File: src/rtl/cpu_trace_pkg.sv
// Shared types for the CPU trace capture block: widths, sync nibble,
// framing FSM states and the buffered trace entry layout.
// Optional CPU_TRACE_TIMESTAMP_EN adds an 8-bit timestamp to each entry.
package cpu_trace_pkg;
   localparam int PC_W_DEF = 8;
   localparam int RES_W_DEF = 4;
   localparam int TS_W = 8;
   localparam logic [3:0] SYNC_NIBBLE = 4'hA;

   typedef enum logic [1:0] {
      IDLE,
      SEND_PC,
      SEND_RES
`ifdef CPU_TRACE_TIMESTAMP_EN
      , SEND_TS
`endif
   } trace_state_t;

   typedef struct packed {
      logic [PC_W_DEF-1:0]  pc;
      logic [RES_W_DEF-1:0] res;
`ifdef CPU_TRACE_TIMESTAMP_EN
      logic [TS_W-1:0]      ts;
`endif
   } trace_entry_t;

   localparam int ENTRY_W = $bits(trace_entry_t);
endpackage

File: src/rtl/cpu_trace_capture_fifo.sv
// trace_fifo: synchronous FIFO, push/pop/full/empty/level, sync reset.
// Ports: clk, reset, push, pop, wdata, rdata (head), full, empty, level.
module trace_fifo #(
   parameter int W = 12,
   parameter int DEPTH = 16
) (
   input  logic                     clk,
   input  logic                     reset,
   input  logic                     push,
   input  logic                     pop,
   input  logic [W-1:0]             wdata,
   output logic [W-1:0]             rdata,
   output logic                     full,
   output logic                     empty,
   output logic [$clog2(DEPTH):0]   level
);
   localparam int AW = $clog2(DEPTH);
   localparam int PW = AW + 1;

   logic [W-1:0] mem [DEPTH];
   logic [AW:0]  wr_ptr;
   logic [AW:0]  rd_ptr;
   logic         do_push;
   logic         do_pop;

   // A push into a full FIFO is accepted when the head leaves this cycle.
   assign do_push = push && (!full || pop);
   assign do_pop  = pop && !empty;

   assign empty = (wr_ptr == rd_ptr);
   assign full  = (wr_ptr[AW-1:0] == rd_ptr[AW-1:0])
               && (wr_ptr[AW] != rd_ptr[AW]);
   assign level = wr_ptr - rd_ptr;
   assign rdata = mem[rd_ptr[AW-1:0]];

   always_ff @(posedge clk) begin
      if (do_push) mem[wr_ptr[AW-1:0]] <= wdata;
   end

   always_ff @(posedge clk) begin
      if (reset) begin
         wr_ptr <= '0;
         rd_ptr <= '0;
      end else begin
         if (do_push) wr_ptr <= wr_ptr + PW'(1);
         if (do_pop)  rd_ptr <= rd_ptr + PW'(1);
      end
   end
endmodule

File: src/rtl/cpu_trace_capture.sv
// Captures retired-instruction PC/ALU result into a FIFO and streams
// framed bytes (PC, {A,res}[, ts]) over valid/ready. Ports: clk, reset,
// en, pc_in, res_in, out_data/out_valid/out_ready, overflow, level.
// Macro CPU_TRACE_TIMESTAMP_EN adds a cycle-count byte per frame.
module cpu_trace_capture
   import cpu_trace_pkg::*;
#(
   parameter int PC_W = PC_W_DEF,
   parameter int RES_W = RES_W_DEF,
   parameter int DEPTH = 16
) (
   input  logic                   clk,
   input  logic                   reset,
   input  logic                   en,
   input  logic [PC_W-1:0]        pc_in,
   input  logic [RES_W-1:0]       res_in,
   output logic [7:0]             out_data,
   output logic                   out_valid,
   input  logic                   out_ready,
   output logic                   overflow,
   output logic [$clog2(DEPTH):0] level
);
   trace_state_t    state, state_n;
   trace_entry_t    hold, hold_n, head, wentry;
   logic [PC_W-1:0] last_pc;
   logic            first_flag;
   logic            push, pop, full, empty;
   logic            frame_done;
   logic [7:0]      data_n;
   logic            valid_n;

`ifdef CPU_TRACE_TIMESTAMP_EN
   logic [TS_W-1:0] ts_cnt;

   always_ff @(posedge clk) begin
      if (reset) ts_cnt <= '0;
      else       ts_cnt <= ts_cnt + 8'd1;
   end
`endif

   always_comb begin
      wentry = '0;
      wentry.pc = PC_W_DEF'(pc_in);
      wentry.res = RES_W_DEF'(res_in);
`ifdef CPU_TRACE_TIMESTAMP_EN
      wentry.ts = ts_cnt;
`endif
   end

   // A stalled CPU repeats its PC; log it only once.
   assign push = en && (first_flag || (pc_in != last_pc));

   always_ff @(posedge clk) begin
      if (reset) begin
         last_pc    <= '0;
         first_flag <= 1'b1;
         overflow   <= 1'b0;
      end else begin
         if (en) begin
            last_pc    <= pc_in;
            first_flag <= 1'b0;
         end
         if (push && full && !pop) overflow <= 1'b1;
      end
   end

   trace_fifo #(
      .W(ENTRY_W),
      .DEPTH(DEPTH)
   ) u_fifo (
      .clk(clk),
      .reset(reset),
      .push(push),
      .pop(pop),
      .wdata(wentry),
      .rdata(head),
      .full(full),
      .empty(empty),
      .level(level)
   );

   always_comb begin
      state_n    = state;
      hold_n     = hold;
      data_n     = out_data;
      valid_n    = out_valid;
      pop        = 1'b0;
      frame_done = 1'b0;
      unique case (state)
         IDLE: ;
         SEND_PC:
            if (out_ready) begin
               state_n = SEND_RES;
               data_n  = {SYNC_NIBBLE, hold.res};
            end
`ifdef CPU_TRACE_TIMESTAMP_EN
         SEND_RES:
            if (out_ready) begin
               state_n = SEND_TS;
               data_n  = hold.ts;
            end
         SEND_TS:
            frame_done = out_ready;
`else
         SEND_RES:
            frame_done = out_ready;
`endif
         default: state_n = IDLE;
      endcase
      // Load the next frame from IDLE or directly after the last byte.
      if ((state == IDLE) || frame_done) begin
         if (!empty) begin
            pop     = 1'b1;
            hold_n  = head;
            state_n = SEND_PC;
            valid_n = 1'b1;
            data_n  = 8'(head.pc);
         end else if (frame_done) begin
            state_n = IDLE;
            valid_n = 1'b0;
            data_n  = '0;
         end
      end
   end

   always_ff @(posedge clk) begin
      if (reset) begin
         state     <= IDLE;
         hold      <= '0;
         out_data  <= '0;
         out_valid <= 1'b0;
      end else begin
         state     <= state_n;
         hold      <= hold_n;
         out_data  <= data_n;
         out_valid <= valid_n;
      end
   end
endmodule

File: config.mk
export PLATFORM = sky130hd
export DESIGN_NAME = cpu_trace_capture
export DESIGN_NICKNAME = d
export VERILOG_FILES = /design/src/rtl/cpu_trace_pkg.sv /design/src/rtl/cpu_trace_capture_fifo.sv /design/src/rtl/cpu_trace_capture.sv
export SDC_FILE = /design/constraint.sdc
export NUM_CORES = 1
export LEC_CHECK = 0
export CAP_MARGIN = 40
export CORE_ASPECT_RATIO = 1.2
export CORE_MARGIN = 2
export CORE_UTILIZATION = 50
export CTS_CLUSTER_SIZE = 10
export DETAILED_ROUTE_END_ITERATION = 6
export GPL_ROUTABILITY_DRIVEN = 0
export MAX_ROUTING_LAYER = met4
export PLACE_DENSITY = 0.7
export SLEW_MARGIN = 40
export SYNTH_ARGS = -nofsm -noshare
export SYNTH_HDL_FRONTEND = slang
export SYNTH_SLANG_ARGS = --single-unit
File: constraint.sdc
create_clock -name clk -period 2.32 [get_ports clk]
set_input_delay 0.696 -clock clk [delete_from_list [all_inputs] [get_ports clk]]
set_output_delay 0.696 -clock clk [all_outputs]
set_load 0.02 [all_outputs]
==> impl_metrics.json, run 1 <==
{
  "track_usage_pct": 21.8,
  "synth_warnings": 0,
  "synth_seq_cells": 231,
  "yosys.area.top_type": "edfxtp_1",
  "rsz0062_at_grt": "yes",
  "slew_violations": 0,
  "nFillCells": 1279,
  "p_sw_uw": 2800,
  "synth_top_area_share_pct": 62.9,
  "diodes": 0,
  "cts.path.max_buffers": 3,
  "required_ps": 1620,
  "die-area_sq_um": 19400,
  "internal_power_uw": 7990,
  "powerDensity_nw_per_um2": 959,
  "cts.sink_count": 231,
  "tritoncts": "yes",
  "ir_drop_mv": 0.608,
  "synthCells": 516,
  "syn_nets": 542,
  "switching_share_pct": 25.9,
  "yosysUniqueCellTypes": 44,
  "fin_util_pct": 62.1,
  "dr.first_iter.drc_count": 624,
  "cts_htree_levels": 1,
  "outcome": "finished with violations",
  "min_path_type": "reg2reg",
  "drt-wirelength-per-cell_um": 24.6,
  "via_count": 5202,
  "max_slew.worst_pin.slew_ps": 752,
  "via_per_inst": 5.97,
  "grt_pass1_wl_um": 30700,
  "seq_area_frac_synth_pct": 71.4,
  "violations": "setup timing",
  "drc": 0,
  "clock-root-buffer": "clkbuf_16",
  "port-buffer-count": 30,
  "p_leak_uw": 0.00384,
  "dpl.cell_count": 796,
  "coreArea_sq_um": 18100,
  "wirelength_um": 21500,
  "avgSynthCellArea_sq_um": 17.8,
  "setup_viol": 4,
  "grt_overflow_total": 0,
  "nets": 653,
  "multi_input_area_sq_um": 2770,
  "hold_violations": 0,
  "area_delta_synth_final_pct": 22.7,
  "clock.fmax_mhz": 371,
  "syn_area_sq_um": 9170,
  "setup_tns_ps": -1120,
  "ant_nets": 0,
  "finalCriticalPeriod_ps": 2690,
  "area.sequential_sq_um": 6550,
  "cts_hold_buf": 0,
  "stdcell_count": 872,
  "numCtsBuffers": 27,
  "die_h_um": 152,
  "grt_pass1_vias": 5197,
  "relSlewSlack_pct": 49.7,
  "dr.pass1.iters": 4,
  "worstPathArrival_ps": 2000,
  "p_clk_share_pct": 34.1,
  "critPathCaptureType": "output pin",
  "max_cap_viol_count": 0,
  "clkTransAtPathRegs_ps": 60,
  "antenna_found_initial": 0,
  "pre_cts_ws_ps": -665,
  "criticalPathCategory": "reg2out",
  "grt_max_degree": 31,
  "core.rowCount": 54,
  "clock_latency_ps": 520,
  "start_util_pct": 50.6,
  "period_share_pct": 116,
  "async_reset_ff_share_pct": 0,
  "start_kind": "register",
  "setup_ws_ps": -375,
  "die_w_um": 128,
  "combPwrFrac_pct": 20.8,
  "synth_flop_cell": "edfxtp_1",
  "synthTopCellsByArea": "edfxtp_1 (63%), mux4_2 (12%), dfxtp_1 (8.5%)",
  "p_seq_share_pct": 45.0,
  "crit_fanout": 2,
  "synth_edf_count": 192,
  "skew_ps": 19.2,
  "pin_count": 31,
  "power_uw": 10800,
  "dp_hpwl_um": 13500,
  "drive_gt1_share_pct": 31.9
}
## through the flow
| stage | instance area (sq um) | hold WS [ps] |
|---|---|---|
| after global placement | 10100 | 439 |
| final | 11300 | 463 |
| after global routing | 11300 | 481 |
| after CTS | 11100 | 461 |
| after detailed placement | 10100 | 448 |
| after floorplan | 9180 | 428 |
## repair_timing
item / in CTS / in global routing
setup buffers: 15 / 2
pin swaps: 4 / 15
setup endpoints to repair: 191 / 199
cloned: 2 / 12
resized for setup: 61 / 24
## critical path, cell delays in order, from the launching register on
cell     delay (ps)
dfxtp_2         330
inv_2            70
ha_4            120
inv_2            40
fa_2            340
a21o_1          170
a21oi_2         130
xnor2_1         130
buf_4           160
## per-layer routing
metal	vias up	routed length [um]	global-route usage (%)
met2	237	11000	36.2
met4	0	547	6.65
met3	40	1310	2.39
met5	-	0	-
li1	2290	-	-
met1	2635	8630	28.7
## state kept, by name, indices dropped and copies added (netlist names), named ones only
signal	flops
first_flag	1
hold	4
last_pc	8
out_data	8
out_valid	1
overflow	1
state	2
u_fifo.mem	192
u_fifo.rd_ptr	5
u_fifo.wr_ptr	5
## cells in the mapped netlist, drive strengths merged, types with 8 or more instances
| cell | n |
|---|---|
| a21oi | 8 |
| a22oi | 9 |
| and3 | 22 |
| buf | 17 |
| clkbuf | 10 |
| dfxtp | 39 |
| edfxtp | 192 |
| ha | 9 |
| inv | 9 |
| mux2i | 20 |
| mux4 | 48 |
| nand2 | 15 |
| nand3 | 15 |
| nor2 | 37 |
| xnor2 | 13 |
## layout make-up
type                    count  area share [%]
flip-flops and latches    231            58.3
repair buffers             95            7.44
inverters                   9           0.323
clock inverters             2           0.156
well taps                 224            2.49
multi-input cells         263            24.6
clock buffers              48            6.71
## placed cells by master (no fill, tap or decap), drive strengths merged, types with 15 or more instances in the layout
| cell | n |
|---|---|
| edfxtp | 192 |
| clkdlybuf4s50 | 19 |
| nor2 | 37 |
| dfxtp | 39 |
| buf | 69 |
| nand3 | 15 |
| mux4 | 48 |
| clkbuf | 48 |
| mux2i | 20 |
| and3 | 36 |
| nand2 | 15 |
## logic make-up (layout without fill, tap and decap cells)
family          count (synthesis)  count (layout)  synth area share, %
simple gates                  109             123                 6.13
flops                         231             231                 71.4
buf+inv                        36             154                 1.88
fa+ha+maj                      10              10                 1.45
compound gates                 40              40                 2.88
xor+xnor                       17              17                 1.62
mux                            73              73                 14.6
## path summary, 6_finish.rpt
path | startpoint | end | slack (ps) | cells past startpoint
max reg2reg | u_fifo.wr_ptr[0]$_SDFFE_PP0P_ | u_fifo.mem[10][6]$_DFFE_PP_ | 50 | 12
max | u_fifo.wr_ptr[0]$_SDFFE_PP0P_ | level[4] | -370 | 8
min reg2reg | out_data[6]$_SDFF_PP0_ | out_data[6]$_SDFF_PP0_ | 460 | 1
min | out_data[6]$_SDFF_PP0_ | out_data[6]$_SDFF_PP0_ | 460 | 1
## power groups by stage
stage	logic [uW]	clock network [uW]	registers, uW
after global placement	2080	0	4910
after detailed placement	2110	0	4920
after global routing	2380	3910	4870
after floorplan	1240	0	4930
final	2250	3680	4860
after CTS	2210	3720	4850
Note: power is estimated with default switching activity, not from simulation.
==> inputs of run 2 (changes only) <==
--- a/config.mk
+++ b/config.mk
@@ -13,7 +13,7 @@
 export DETAILED_ROUTE_END_ITERATION = 6
 export GPL_ROUTABILITY_DRIVEN = 0
 export MAX_ROUTING_LAYER = met4
-export PLACE_DENSITY = 0.7
+export PLACE_DENSITY = 0.67
 export SLEW_MARGIN = 40
 export SYNTH_ARGS = -nofsm -noshare
 export SYNTH_HDL_FRONTEND = slang
==> constraint.sdc (replaced) <==
create_clock -name clk -period 3.2 [get_ports clk]
set_input_delay 0.96 -clock clk [delete_from_list [all_inputs] [get_ports clk]]
set_output_delay 0.96 -clock clk [all_outputs]
set_load 0.02 [all_outputs]
==> run 2 against run 1 <==
The flow now finishes without violations. Clock power down 27%. Core utilization down 2.6 points. Sequential share of layout area up 2.5 points. Power down 29%. Critical endpoint unchanged. Largest cell class unchanged. Highest routed layer unchanged.
==> impl_metrics.json, run 2 (synthesis results as in run 1) <==
{
  "cts_hold_buf": 0,
  "wirelength_um": 20000,
  "pin_count": 31,
  "tritoncts": "yes",
  "finalCriticalPeriod_ps": 3090,
  "nets": 616,
  "finalHoldWorstSlack_ps": 456,
  "dr.first_iter.drc_count": 592,
  "largest_register_ffs": 192,
  "die-area_sq_um": 19400,
  "via_count": 4914,
  "dpl_cell_area_sq_um": 10000,
  "criticalPathCategory": "reg2out",
  "crit_fanout": 4,
  "dr.pass1.iters": 5,
  "numCtsBuffers": 27,
  "cp.buffers_inverters": 3,
  "crit_path_start": "u_fifo.wr_ptr[0]$_SDFFE_PP0P_",
  "track_usage_pct": 21.9,
  "die_w_um": 128,
  "critPathCaptureType": "output pin",
  "diodes": 0,
  "clock_latency_ps": 510,
  "cts.path.max_buffers": 3,
  "required_ps": 2240,
  "p_clk_share_pct": 35.1,
  "coreArea_sq_um": 18100,
  "antenna_found_initial": 0,
  "slowest_stage": "dfxtp_1",
  "hold_start": "out_data[6]$_SDFF_PP0_",
  "cts_htree_levels": 1,
  "drive_gt1_share_pct": 23.4,
  "p_leak_uw": 0.00364,
  "switching_share_pct": 25.6,
  "core.rowCount": 54,
  "cpLargestDelayFamily": "adder cells",
  "drc": 0,
  "combPwrFrac_pct": 18.6,
  "clkTransAtPathRegs_ps": 60,
  "layout.cells.most_common": "edfxtp_1",
  "max_stage_delay_ps": 350,
  "drt-wirelength-per-cell_um": 24.0,
  "p_sw_uw": 1950,
  "period_share_pct": 96.5,
  "p_seq_share_pct": 46.3,
  "final_cell_mix": "edfxtp_1 (192), mux4_2 (48), nor2_1 (37)",
  "pre_cts_ws_ps": -227,
  "max_cap_viol_count": 0,
  "dp_hpwl_um": 13400,
  "area_delta_synth_final_pct": 17.7,
  "post_cts.repair.setup_buffers": 0,
  "max_slew.worst_pin.slew_ps": 780,
  "grt_max_degree": 29,
  "start_util_pct": 50.6,
  "min_path_type": "reg2reg",
  "crit_chain": "inv_2 > ha_1 > inv_1 > fa_2 > a21o_1 > a21oi_2 > xnor2_1 > buf_2",
  "ant_nets": 0,
  "cts.sink_count": 231,
  "clock.fmax_mhz": 324,
  "setup_ws_ps": 111,
  "wl_met2_um": 10300,
  "met1_length_um": 7980,
  "hold_violations": 0,
  "ir_drop_mv": 0.447,
  "r2r_setup_slack_ps": 690,
  "grt_overflow_total": 0,
  "outcome": "complete, no violations",
  "skew_ps": 17.5,
  "grt_pass1_vias": 5305,
  "clock-root-buffer": "clkbuf_16",
  "via_per_inst": 5.89,
  "relSlewSlack_pct": 47.9,
  "worstPathArrival_ps": 2130,
  "internal_power_uw": 5660,
  "rr_startpoint": "u_fifo.wr_ptr[3]$_SDFFE_PP0P_",
  "grt_pass1_wl_um": 31000,
  "port-buffer-count": 30,
  "nFillCells": 1343,
  "rsz0062_at_grt": "no",
  "powerDensity_nw_per_um2": 706,
  "start_kind": "register",
  "routed.top_layer": "met4",
  "die_h_um": 152,
  "slew_violations": 0,
  "fin_area_sq_um": 10800,
  "wl_met3_um": 1220,
  "setup_viol": 0
}
==> run 2: layer usage <==
layer,track usage [%],up-vias
met5,-,-
met4,6.96,0
met3,3.51,47
met2,36.8,177
met1,27.3,2513
li1,-,2177
==> run 2: final timing paths <==
kind	to	cells after the start
worst max-delay path	level[4]	8
worst min-delay path	out_data[6]$_SDFF_PP0_	1
worst max register to register	u_fifo.mem[12][1]$_DFFE_PP_	6
worst min register to register	out_data[6]$_SDFF_PP0_	1
==> run 2: repair_timing <==
action | 4_1_cts | 5_1_grt
resized for setup | 11 | 3
gates cloned | 0 | 0
endpoints found under the setup margin | 4 | 2
==> run 2: final cells by class <==
type | instances | area [sq um] | area share (%)
inverters | 9 | 33.8 | 0.313
flip-flops and latches | 231 | 6550 | 60.8
multi-input cells | 249 | 2460 | 22.8
repair buffers | 72 | 696 | 6.45
well taps | 224 | 280 | 2.60
clock buffers | 48 | 754 | 6.99
clock inverters | 1 | 8.76 | 0.0812
==> run 2: power by group through the flow <==
stage          Combinational [uW]  Sequential (uW)  Clock, uW
2_1_floorplan                 898             3570          0
3_3_place_gp                 1400             3580          0
3_5_place_dp                 1430             3590          0
4_1_cts                      1430             3520       2710
5_1_grt                      1520             3550       2860
6_report                     1420             3520       2670
==> run 2: stage by stage <==
step	setup TNS (ps)	util, %	instances	total power [uW]
floorplan	0	-	516	4470
CTS	0	59.5	834	7660
finish	0	59.6	834	7610
global route	0	59.6	834	7920
detailed placement	-26350	55.3	785	5010
global placement	-23380	55.3	785	4980
==> inputs of run 3 (changes only) <==
--- a/config.mk
+++ b/config.mk
@@ -12,6 +12,7 @@
 export CTS_CLUSTER_SIZE = 10
 export DETAILED_ROUTE_END_ITERATION = 6
 export GPL_ROUTABILITY_DRIVEN = 0
+export HOLD_SLACK_MARGIN = 0.05
 export MAX_ROUTING_LAYER = met4
 export PLACE_DENSITY = 0.67
 export SLEW_MARGIN = 40
==> results of run 3 <==
Same layout as run 2: the final DEF is identical, and so are final timing and power.
==> patch 1, RTL diff (settings of run 1) <==
Encoding of `trace_state_t`: now one-hot (3 bits for 3 states).
--- a/src/rtl/cpu_trace_pkg.sv
+++ b/src/rtl/cpu_trace_pkg.sv
@@ -7,10 +7,10 @@
    localparam int TS_W = 8;
    localparam logic [3:0] SYNC_NIBBLE = 4'hA;
 
-   typedef enum logic [1:0] {
-      IDLE,
-      SEND_PC,
-      SEND_RES
+   typedef enum logic [2:0] {
+      IDLE     = 3'b001,
+      SEND_PC  = 3'b010,
+      SEND_RES = 3'b100
 `ifdef CPU_TRACE_TIMESTAMP_EN
       , SEND_TS
 `endif
Function: no difference found for any inputs over 4 cycles, from zero or initial values and one cycle with reset high; so few cycles prove little.
==> patch 1 against run 1 <==
- the flow still finishes with violations (setup timing)
- count of clock-buffer cells in the layout down 2
- sequential cell count is 1 higher
- cell area is 2.3% higher
- clock power up 1%
- wire length fell by 0.48%
- critical path type unchanged
- total power up 2.1%
- area after synthesis up 2.0%
- largest power group unchanged
- sequential power about the same
- worst setup slack got worse by 0.075 ns
- sequential share of layout area shrank 1.1 points
- critical endpoint unchanged
==> patch 1: results (changes against run 1) <==
Route
  • Met2 routed WL: 10800 um (-2.0%)
  • Drt first-iter violations: 528 (-15%)
  • DR vias: 5079 (-2.4%)
  • Post-DRT Antenna Nets: 0 (unchanged)
  • Drt pass-1 iters: 6 (+2)
  • Wire length on met3: 1470 um (+12%)
  • Routed WL per cell: 24.6 um (-0.14%)

Global route
  • All-Layer GR Usage: 22.7% (+0.82 points)
  • Antenna violations before repair: 0 (unchanged)
  • Vias in the first global route: 5158 (-0.75%)
  • First-pass GRT wire length: 31700 um (+3.2%)
  • Pin count of the biggest net entering global routing: 39 (+26%)

Timing
  • Setup ws final: -0.450 ns (-0.0752 ns)
  • Worst Clk Skew: 0.0179 ns (-0.00130 ns)
  • Rel. slew slack: 65.9% (+16 points)
  • Final setup TNS: -1.15 ns (-0.0333 ns)
  • Final setup violation count: 4 (unchanged)

Synth
  • Average cell area after synthesis: 18.1 um^2 (+2.0%)
  • Area contributors post-synth: edfxtp_1 (62%), mux4_2 (9.1%), dfxtp_1 (8.6%), mux4_1 (2.8%), mux2i_1 (2.1%)
  • Sequential share of the synthesized area: 70.2% (-1.2 points)
  • Synth unique cells: 55 (+25%)

Cells and area
  • Non-filler cells in the finished layout: 869 (-0.34%)
  • Share of cells above drive strength 1: 30.4% (-1.6 points)
  • Filler cells: 1237 (-3.3%)
  • Layout Nets: 652 (-0.15%)

Placement
  • DP Cell Count: 814 (+2.3%)

Power and ir drop
  • Peak VDD IR: 0.654 mV (+7.5%)
  • Int Power: 8.10 mW (+1.3%)
  • P_leak: 3.94 nW (+2.6%)

Outcome
  • Status: complete, but fails checks
  • Violated checks: setup timing

Clocking
  • Worst-Skew Late Latency: 0.53 ns

Worst setup path
  • WP data arrival: 2.07 ns (+0.07 ns)
## patch 1: what timing repair did
action	CTS	global route
buffers inserted	4	3
endpoints found under the setup margin	200	191
pin swaps	5	9
resized for setup	46	15
## patch 1: path summary, 6_finish.rpt
path,cells past startpoint,slack [ns],end,startpoint
worst max register to register,9,0.04,u_fifo.mem[3][7],u_fifo.rd_ptr[2]
worst min register to register,2,0.47,out_valid,out_valid
worst max-delay path,8,-0.45,level[4],u_fifo.wr_ptr[0]
worst min-delay path,2,0.47,out_valid,out_valid
## patch 1: cell type report
type	instances	area [um^2]	share of cell area, %
well taps	224	280	2.44
inverters	11	41.3	0.359
repair buffers	103	1090	9.45
multi-input cells	251	2750	23.9
clock buffers	46	757	6.58
flip-flops and latches	232	6570	57.1
clock inverters	2	17.5	0.152
## patch 1: kinds of logic (layout without fill, tap and decap cells)
| kind of cell | count (synthesis) | count (layout) | synth area share (%) |
|---|---|---|---|
| AO/OA/AOI/OAI | 42 | 42 | 3.18 |
| XOR/XNOR | 17 | 17 | 1.67 |
| adder cells (fa/ha/maj) | 10 | 10 | 1.42 |
| buffers and inverters | 33 | 162 | 2.01 |
| flip-flops | 232 | 232 | 70.2 |
| multiplexers | 79 | 79 | 15.4 |
| AND/OR/NAND/NOR | 103 | 103 | 6.10 |
## patch 1: metrics by stage
stage	util (%)	total power [mW]	area, um^2	setup WS, ns	hold slack, ns
global route	63.1	11.4	11500	-0.539	0.486
CTS	62.6	11.1	11400	-0.426	0.472
floorplan	-	6.36	9370	0.0184	0.427
finish	63.1	11.0	11500	-0.450	0.470
global placement	57.7	7.20	10500	-0.689	0.449
detailed placement	57.7	7.27	10500	-0.705	0.460
## patch 1: power groups by stage
stage	combinational [mW]	sequential, mW	clock (mW)
after floorplan	1.39	4.97	0
final	2.44	4.85	3.73
after detailed placement	2.34	4.93	0
after global placement	2.29	4.92	0
after CTS	2.41	4.85	3.80
after global routing	2.60	4.86	3.96
## patch 1: routing by layer
metal,vias up,global-route usage (%)
met5,-,-
met4,0,6.88
met3,37,3.69
met2,208,35.8
met1,2581,30.7
li1,2253,-
## patch 1: worst max-delay path, cell delays in order, from the launching register on
cell     delay, ns
dfxtp_2       0.32
inv_2         0.07
ha_4          0.12
inv_2         0.04
fa_2          0.34
a21o_1        0.18
a21oi_2       0.18
xnor2_2       0.13
buf_4         0.16
==> patch 2, RTL diff (settings of run 1) <==
Made on the original files. Change the package constant `PC_W_DEF` from 8 to 10.
--- a/src/rtl/cpu_trace_pkg.sv
+++ b/src/rtl/cpu_trace_pkg.sv
@@ -2,7 +2,7 @@
 // framing FSM states and the buffered trace entry layout.
 // Optional CPU_TRACE_TIMESTAMP_EN adds an 8-bit timestamp to each entry.
 package cpu_trace_pkg;
-   localparam int PC_W_DEF = 8;
+   localparam int PC_W_DEF = 10;
    localparam int RES_W_DEF = 4;
    localparam int TS_W = 8;
    localparam logic [3:0] SYNC_NIBBLE = 4'hA;
Ports: changed (resized pc_in); port bits go from 31 to 33. No check against the original RTL was run, so the function may have changed too.
==> patch 2 against run 1 <==
- the flow still finishes with violations (setup timing)
- critical path depth unchanged
- total power up 2.2%
- sequential cell count up 2
- utilization up 3.1 points
- highest routed layer unchanged
- area after synthesis up 0.79%
- synthesized cell count up 1.2%
- largest power group unchanged
- non-clock buffer count up 37
- cell area up 5.3%
- worst setup slack better by 0.056 ns
- maximum frequency up 2.1%
- wire length up 4.6%
- sequential share of layout area down 2.6 points
- largest cell class unchanged
==> patch 2: results (changes against run 1) <==
Synth
  • Synth top cells by count: edfxtp_1 (192), mux4_2 (48), nor2_1 (45)
  • EDFF count, synth: 192 (unchanged)
  • Average cell area after synthesis: 17.7 um^2 (-0.37%)
  • Area contributors post-synth: edfxtp_1 (62%), mux4_2 (12%), dfxtp_1 (8.9%), mux2i_1 (2.4%), nor2_1 (1.8%)
  • Syn. warnings: 0 (unchanged)
  • Async SR Flop Fraction: 0% (unchanged)
  • Sequential share of the synthesized area: 71.3% (-0.13 points)
  • Syn nets: 550 (+1.5%)
  • Synth unique cells: 40 (-9.1%)

Placement
  • IO buf count: 32 (+6.7%)
  • HPWL after detailed placement: 14100 um (+4.4%)
  • Dpl ws: -1.03 ns (-0.362 ns)
  • DP Cell Count: 817 (+2.6%)
  • Post-DP Area: 10400 um^2 (+3.3%)

Cells and area
  • Filler cells: 1184 (-7.4%)
  • Area growth syn-to-layout: 28.2%
  • Layout Nets: 687 (+5.2%)
  • Share of cells above drive strength 1: 34.8% (+2.9 points)
  • Largest register FFs: 192 (unchanged)

Worst setup path
  • CP endpoint: level[4]
  • Crit path required time: 1.62 ns (about the same)
  • Reg2reg start: u_fifo.rd_ptr[1]
  • FF-to-FF path depth: 12 (unchanged)
  • Worst R2R Setup Slack: -0.17 ns (-0.22 ns)
  • Start point of the critical path: u_fifo.wr_ptr[0]
  • CP max FO: 2 (unchanged)
  • Reg2reg end: u_fifo.mem[2][2]

Power and ir drop
  • Peak VDD IR: 0.643 mV (+5.8%)
  • P_leak: 4.08 nW (+6.3%)
  • Sw Share: 26.3% (+0.44 points)

Clocking
  • Worst-Skew Late Latency: 0.52 ns (about the same)
  • Clk slew on worst S/H paths: 0.06 ns (about the same)
  • CTS root buf: clkbuf_16
  • H-tree Lvls: 1 (unchanged)
  • CTS Buffer Depth: 3 (unchanged)

Route
  • DR vias/cell: 5.92 (-0.80%)
  • Drt total wl: 22500 um (+4.6%)
  • Drt pass-1 iters: 5 (+1)
  • Drt first-iter violations: 532 (-15%)
  • DR vias: 5338 (+2.6%)

Global route
  • Vias in the first global route: 5480 (+5.4%)
  • First-pass GRT wire length: 33000 um (+7.7%)
  • All-Layer GR Usage: 23.7% (+1.9 points)
  • Pin count of the biggest net entering global routing: 37 (+19%)

Timing
  • Worst Clk Skew: 0.0178 ns (-0.00145 ns)
  • Rel. slew slack: 50.9% (+1.2 points)
  • Final setup TNS: -13.29 ns (-12.17 ns)
  • Setup ws final: -0.319 ns (+0.0556 ns)
  • Final setup violation count: 147 (+143)

Outcome
  • Status: complete, but fails checks
  • Violated checks: setup timing

Hold path
  • Hold Path Class: reg2reg
-- patch 2: cell types whose count changed after synthesis, sizes merged, moves of 3 or more --
cell | run 1 | this run
clkbuf | 10 | 7
nand2 | 15 | 23
nor3 | 0 | 6
inv | 9 | 12
nor2 | 37 | 45
and3 | 22 | 3
xor2 | 4 | 12
xnor2 | 13 | 8
-- patch 2: final cells by class --
| cell class | count | share of cell area, % |
|---|---|---|
| clock buffer | 47 | 6.34 |
| clock inverter | 1 | 0.0739 |
| inverter | 12 | 0.401 |
| multi-input combinational | 253 | 23.3 |
| sequential | 233 | 55.7 |
| tap | 224 | 2.37 |
| timing repair buffer | 132 | 11.8 |
-- patch 2: worst min-delay path by stage --
stage	from	end	slack, ns	depth (start not counted)
floorplan	first_flag	first_flag	0.43	1
global placement	out_data[6]	out_data[6]	0.44	1
detailed placement	out_data[4]	out_data[4]	0.44	1
CTS	out_data[4]	out_data[4]	0.45	1
global route	out_data[4]	out_data[4]	0.47	1
finish	out_data[4]	out_data[4]	0.45	1
-- patch 2: kinds of logic (layout without fill, tap and decap cells) --
logic type / count (synthesis) / in the layout / share of synthesized area, %
buf+inv: 36 / 192 / 1.72
simple gates: 108 / 108 / 5.44
compound gates: 39 / 39 / 3.17
mux: 76 / 76 / 14.9
fa+ha+maj: 10 / 10 / 1.44
xor+xnor: 20 / 20 / 2.10
flops: 233 / 233 / 71.3
-- patch 2: repair_timing --
action / CTS / global route
setup buffers: 22 / 16
gates cloned: 2 / 2
resized for setup: 73 / 23
setup endpoints to repair: 188 / 138
pin swaps: 21 / 16
-- patch 2: power by group through the flow --
| stage | Sequential (mW) | Clock [mW] | Combinational (mW) |
|---|---|---|---|
| floorplan | 4.98 | 0 | 1.28 |
| global placement | 4.91 | 0 | 2.26 |
| detailed placement | 4.92 | 0 | 2.31 |
| CTS | 4.84 | 3.76 | 2.41 |
| global route | 4.86 | 3.93 | 2.64 |
| finish | 4.84 | 3.70 | 2.48 |
-- patch 2: layer usage --
metal | GRT usage (%) | vias up | wire (um)
li1 | - | 2315 | -
met1 | 29.4 | 2719 | 8290
met2 | 39.9 | 241 | 11600
met3 | 3.01 | 63 | 1610
met4 | 9.16 | 0 | 941
met5 | - | - | 0
-- patch 2: worst max-delay path: stages (launching register included) --
cell     delay [ns]
dfxtp_2        0.34
inv_2          0.06
ha_4           0.16
fa_2           0.33
inv_1          0.07
a21o_1         0.12
a21oi_2        0.07
xnor2_1        0.14
buf_4          0.16
